$ cat src/rtl/bounce_gen_pkg.sv
// Shared types and helpers for the bounce_gen switch emulator.
// The segment-length helper is also used by benches to predict bounce timing.
package bounce_gen_pkg;

    typedef enum logic [2:0] {
        IDLE      = 3'd0,
        BOUNCE_HI = 3'd1,
        BOUNCE_LO = 3'd2,
        SETTLE    = 3'd3,
        DONE      = 3'd4
    } state_e;

    localparam int unsigned       LFSR_W    = 16;
    localparam logic [LFSR_W-1:0] LFSR_MASK = 16'hB400;

    // Low delay_w LFSR bits give the segment length; zero would stall, so it becomes 1.
    function automatic int unsigned seg_len(input logic [LFSR_W-1:0] lfsr,
                                            input int unsigned       delay_w);
        int unsigned d;
        d = 32'(lfsr) & ((32'd1 << delay_w) - 32'd1);
        return (d == 32'd0) ? 32'd1 : d;
    endfunction

endpackage

$ cat src/rtl/bounce_gen_lfsr.sv
// Free-running Galois LFSR, shift right; reloaded only by reset so runs are reproducible.
module bounce_gen_lfsr
    import bounce_gen_pkg::*;
#(
    parameter int unsigned      WIDTH = LFSR_W,
    parameter logic [WIDTH-1:0] MASK  = LFSR_MASK,
    parameter logic [WIDTH-1:0] SEED  = 16'hACE1
) (
    input  logic             clk_i,
    input  logic             rst_ni,
    output logic [WIDTH-1:0] state_o
);

    // An all-zero state would lock the register, so a zero seed is replaced.
    localparam logic [WIDTH-1:0] SEED_NZ = (SEED == '0) ? WIDTH'(1) : SEED;

    logic [WIDTH-1:0] state_q;

    always_ff @(posedge clk_i or negedge rst_ni) begin
        if (!rst_ni) begin
            state_q <= SEED_NZ;
        end else begin
            state_q <= (state_q >> 1) ^ (state_q[0] ? MASK : '0);
        end
    end

    assign state_o = state_q;

endmodule

$ cat src/rtl/bounce_gen.sv
// Mechanical switch emulator: drives a raw switch line to a commanded level
// with a programmable number of pseudo-random bounce pulses before settling.
module bounce_gen
    import bounce_gen_pkg::*;
#(
    parameter int unsigned       DELAY_W       = 4,
    parameter int unsigned       BOUNCE_W      = 4,
    parameter int unsigned       STABLE_CYCLES = 32,
    parameter logic [LFSR_W-1:0] SEED          = 16'hACE1
) (
    input  logic                clk_i,
    input  logic                rst_ni,
    input  logic                cmd_valid_i,
    input  logic                cmd_level_i,
    input  logic [BOUNCE_W-1:0] cmd_bounces_i,
    output logic                cmd_ready_o,
    output logic                sw_o,
    output logic                busy_o,
    output logic                done_o
);

    localparam int unsigned         SETTLE_W    = $clog2(STABLE_CYCLES + 1);
    localparam logic [SETTLE_W-1:0] SETTLE_INIT = SETTLE_W'(STABLE_CYCLES);

    state_e              state_q;
    logic                sw_q;
    logic                target_q;
    logic [BOUNCE_W-1:0] bounce_q;
    logic [DELAY_W-1:0]  seg_q;
    logic [SETTLE_W-1:0] settle_q;
    logic [LFSR_W-1:0]   lfsr;
    logic [DELAY_W-1:0]  seg_d;

    bounce_gen_lfsr #(
        .WIDTH (LFSR_W),
        .MASK  (LFSR_MASK),
        .SEED  (SEED)
    ) u_lfsr (
        .clk_i   (clk_i),
        .rst_ni  (rst_ni),
        .state_o (lfsr)
    );

    // Length of the segment that starts at the coming edge.
    assign seg_d = DELAY_W'(seg_len(lfsr, DELAY_W));

    always_ff @(posedge clk_i or negedge rst_ni) begin
        if (!rst_ni) begin
            state_q  <= IDLE;
            sw_q     <= 1'b0;
            target_q <= 1'b0;
            bounce_q <= '0;
            seg_q    <= '0;
            settle_q <= '0;
        end else begin
            case (state_q)
                IDLE, DONE: begin
                    if (cmd_valid_i) begin
                        // sw_q moves to the target at the accept edge; when the
                        // target already matches the line this is a no-op.
                        target_q <= cmd_level_i;
                        sw_q     <= cmd_level_i;
                        if (cmd_bounces_i != '0) begin
                            state_q  <= BOUNCE_HI;
                            bounce_q <= cmd_bounces_i;
                            seg_q    <= seg_d;
                        end else begin
                            state_q  <= SETTLE;
                            settle_q <= SETTLE_INIT;
                        end
                    end else begin
                        state_q <= IDLE;
                    end
                end
                BOUNCE_HI: begin
                    if (seg_q == DELAY_W'(1)) begin
                        state_q <= BOUNCE_LO;
                        sw_q    <= ~target_q;
                        seg_q   <= seg_d;
                    end else begin
                        seg_q <= seg_q - DELAY_W'(1);
                    end
                end
                BOUNCE_LO: begin
                    if (seg_q == DELAY_W'(1)) begin
                        sw_q     <= target_q;
                        bounce_q <= bounce_q - BOUNCE_W'(1);
                        if (bounce_q == BOUNCE_W'(1)) begin
                            state_q  <= SETTLE;
                            seg_q    <= '0;
                            settle_q <= SETTLE_INIT;
                        end else begin
                            state_q <= BOUNCE_HI;
                            seg_q   <= seg_d;
                        end
                    end else begin
                        seg_q <= seg_q - DELAY_W'(1);
                    end
                end
                SETTLE: begin
                    if (settle_q == SETTLE_W'(1)) begin
                        state_q  <= DONE;
                        settle_q <= '0;
                    end else begin
                        settle_q <= settle_q - SETTLE_W'(1);
                    end
                end
                default: begin
                    state_q <= IDLE;
                end
            endcase
        end
    end

    assign cmd_ready_o = (state_q == IDLE) || (state_q == DONE);
    assign busy_o      = !cmd_ready_o;
    assign done_o      = (state_q == DONE);
    assign sw_o        = sw_q;

endmodule

$ cat config.mk
export PLATFORM = sky130hd
export DESIGN_NAME = bounce_gen
export DESIGN_NICKNAME = d
export VERILOG_FILES = /design/src/rtl/bounce_gen_pkg.sv /design/src/rtl/bounce_gen_lfsr.sv /design/src/rtl/bounce_gen.sv
export SDC_FILE = /design/constraint.sdc
export NUM_CORES = 1
export LEC_CHECK = 0
export ABC_AREA = 1
export CORE_MARGIN = 8
export CORE_UTILIZATION = 50
export CTS_BUF_LIST = sky130_fd_sc_hd__clkbuf_8
export DETAILED_ROUTE_END_ITERATION = 10
export MAX_ROUTING_LAYER = met4
export PLACE_DENSITY = 0.69
export SETUP_SLACK_MARGIN = 0.15
export SLEW_MARGIN = 10
export SYNTH_ARGS = -nofsm -noshare
export SYNTH_HDL_FRONTEND = slang
export SYNTH_SLANG_ARGS = --single-unit
export TNS_END_PERCENT = 50
$ cat constraint.sdc
create_clock -name clk_i -period 2.45 [get_ports clk_i]
set_clock_uncertainty 0.2 [all_clocks]
set_input_delay 0.49 -clock clk_i [delete_from_list [all_inputs] [get_ports clk_i]]
set_output_delay 0.49 -clock clk_i [all_outputs]
set_load 0.01 [all_outputs]
==> flow_summary.yaml <==
outcome:
  status: "completed"
critical_path:
  startpoint_type: "register"
  path_cells: "nor2_4, inv_1, clkdlybuf4s50_1"
  worst-r2r-cell-count: 9
  endpoint_kind: "primary output"
  required_ns: 1.76
  slowest_delay_ns: 0.48
  cpMaxStageDelayCell: "clkdlybuf4s50_1"
  worstReg2RegStart: "state_q[0]"
  crit_arrival_ns: 1.45
  crit_type: "register to primary output"
  worstReg2RegEnd: "state_q[1]"
  crit_fanout: 6
  r2r_slack_ns: 0.64
grt:
  antenna_found_initial: 0
  grt_pass1_wl_mm: 5.89
  grt_pass1_vias: 1307
  grt_overflow_total: 0
  grt_usage_pct: 12.8
  grt_max_degree: 36
run:
  maxCapViolCount: 0
cells_and_area:
  n_antenna_cell: 0
  final_core_utilization_pct: 58.8
  fin_nets: 252
  syn2layout_area_growth_pct: 16.6
  fin_cells: 287
  fin_area_um2: 2110
  drive_above_1_share_pct: 16.3
  num-fill-cells: 333
synth:
  yosys.area_share.simple_pct: 31.3
  synthMuxAreaShare_pct: 0
  synth_xor_area_share_pct: 3.39
  synth_compound_area_share_pct: 4.64
  synth_top_area_share_pct: 37.4
  synth_top_family_by_area: "simple AND/OR/NAND/NOR gates"
  synth_area_um2: 1810
  synth_ff_type: "dfrtp_1"
  syn_inst: 218
  avgSynthCellArea_um2: 8.29
  yosys.area.top_type: "dfrtp_1"
  synth_fa_ha_area_share_pct: 4.16
  ys_async_sr_fraction_pct: 100
  ys_seq_area_share_pct: 49.0
  synth_commonest_cells: "nand2_1, inv_1, dfrtp_1"
  ys_ff_latch: 35
  synth_edf_count: 0
  syn_nets: 232
  yosys_warnings: 0
  synthTopCellsByArea: "dfrtp_1, nand2_1, dfstp_2"
  yosysUniqueCellTypes: 22
  synth_most_common_cell: "nand2_1"
floorplanning:
  fp-row-count: 22
  die_w_um: 76.1
  ios: 12
  core_area_um2: 3580
  initial_core_util_pct: 50.5
  die_y_um: 76.1
  die-area_um2: 5790
power_and_ir_drop:
  p_sw_share_pct: 43.5
  power_mw: 2.67
  vdd_drop_max_mv: 0.664
  intPower_mw: 1.51
  seqPwrFrac_pct: 30.7
  pwr-share-comb_pct: 49.9
  power_per_cell_area_nw_per_um2: 1270
  p_switching_mw: 1.16
  p_leak_nw: 1.15
  power_frac_clock_pct: 19.4
placement:
  io_buffers: 11
  place.gp.congestion: 0.838
  hpwl_mm: 2.35
  dpl-instance-area_um2: 1970
  pre_cts_ws_ns: 0.392
  dp.cells: 277
clock_tree:
  insertion_delay_ns: 0.29
  cts_hold_buffers: 0
  clock-root-buffer: "clkbuf_8"
  numClockSinks: 35
  htree_levels: 2
  numCtsBuffers: 5
  cts_tree: "yes"
  path_clk_slew_ns: 0.08
  clk_path_buf_depth: 2
routing:
  wl_per_cell_um: 11.8
  dr.first_iter.drc_count: 108
  firstDrtPassIters: 4
  route.detailed.drc: 0
  vias: 1369
  drt_wl_total_mm: 3.39
  ant_nets: 0
  via_per_inst: 4.77
sta:
  finalHoldViolCount: 0
  setup_viol: 0
  fin_crit_sh_pct: 87.2
  whs_ns: 0.149
  grt_setup_unrepaired: "no"
  period_needed_ns: 2.14
  slew-limit-headroom_pct: 71.1
  worstMarginPinSlew_ns: 0.433
  fin_ws_ns: 0.314
  fin_tns_setup_ns: 0
  fmax_ghz: 0.468
  drv_slew: 0
min_path:
  hold_start: "u_lfsr.state_o[4]"
  min_path_type: "register to register"
  whs_path_depth: 0
  whs_endpoint: "u_lfsr.state_o[3]"
## how the worst max path moves through the flow
| stage | startpoint | end | cells after the start |
|---|---|---|---|
| floorplan | state_q[0] | done_o | 3 |
| finish | state_q[1] | busy_o | 3 |
| detailed placement | state_q[1] | done_o | 4 |
| global route | state_q[1] | busy_o | 3 |
| CTS | state_q[0] | done_o | 4 |
| global placement | state_q[0] | done_o | 4 |
## layer usage
layer	vias up	wire, µm	track usage [%]
li1	712	-	-
met1	634	1700	15.3
met2	18	1530	18.9
met3	5	105	4.13
met4	0	53	6.54
met5	-	0	-
## power by group through the flow
stage	clock, mW	sequential (mW)	combinational, mW
after floorplan	0	0.834	1.01
after global placement	0	0.848	1.26
after detailed placement	0	0.854	1.28
after CTS	0.538	0.819	1.34
after global routing	0.555	0.835	1.53
final	0.518	0.821	1.33
## flip-flops by register name, indices dropped and copies added (netlist names)
signal	cells
sw_o	1
u_lfsr.state_o	16
seg_q	4
target_q	1
settle_q	6
state_q	3
bounce_q	4
## worst max-delay path: cells and delay by family (launching register included)
kind | cells | cell delay [ns]
buffers and inverters | 2 | 0.56
flip-flops | 1 | 0.43
AND/OR/NAND/NOR | 1 | 0.17
## layout by cell type (no fill, tap or decap), types with 5 or more instances in the layout
master           Yosys  routed
clkbuf_8             0       5
clkdlybuf4s50_1      0      10
dfrtp_1             27      25
dfstp_2              8       8
ha_1                 6       6
inv_1               30      30
nand2_1             75      75
nand3_1             15      15
nand4_1              5       5
nor2_1              12      12
o21ai_0             10      10
xor2_1               6       6
## cell type report
cell class	instances	area, µm²	area share [%]
clock buffers	5	68.8	3.27
repair buffers	14	135	6.42
clock inverters	3	43.8	2.08
multi-input cells	149	786	37.3
well taps	48	60.1	2.85
inverters	33	124	5.88
flip-flops and latches	35	888	42.2
## logic make-up after synthesis
family / after synthesis
simple gates: 121
compound gates: 15
xor+xnor: 7
fa+ha+maj: 6
flops: 35
buf+inv: 34
## timing repair
action,in CTS,in global routing
pin swaps,0,1
buffers inserted,2,0
gates resized for setup,2,1
setup endpoints to repair,1,1
Note: power is estimated with default switching activity, not from simulation.
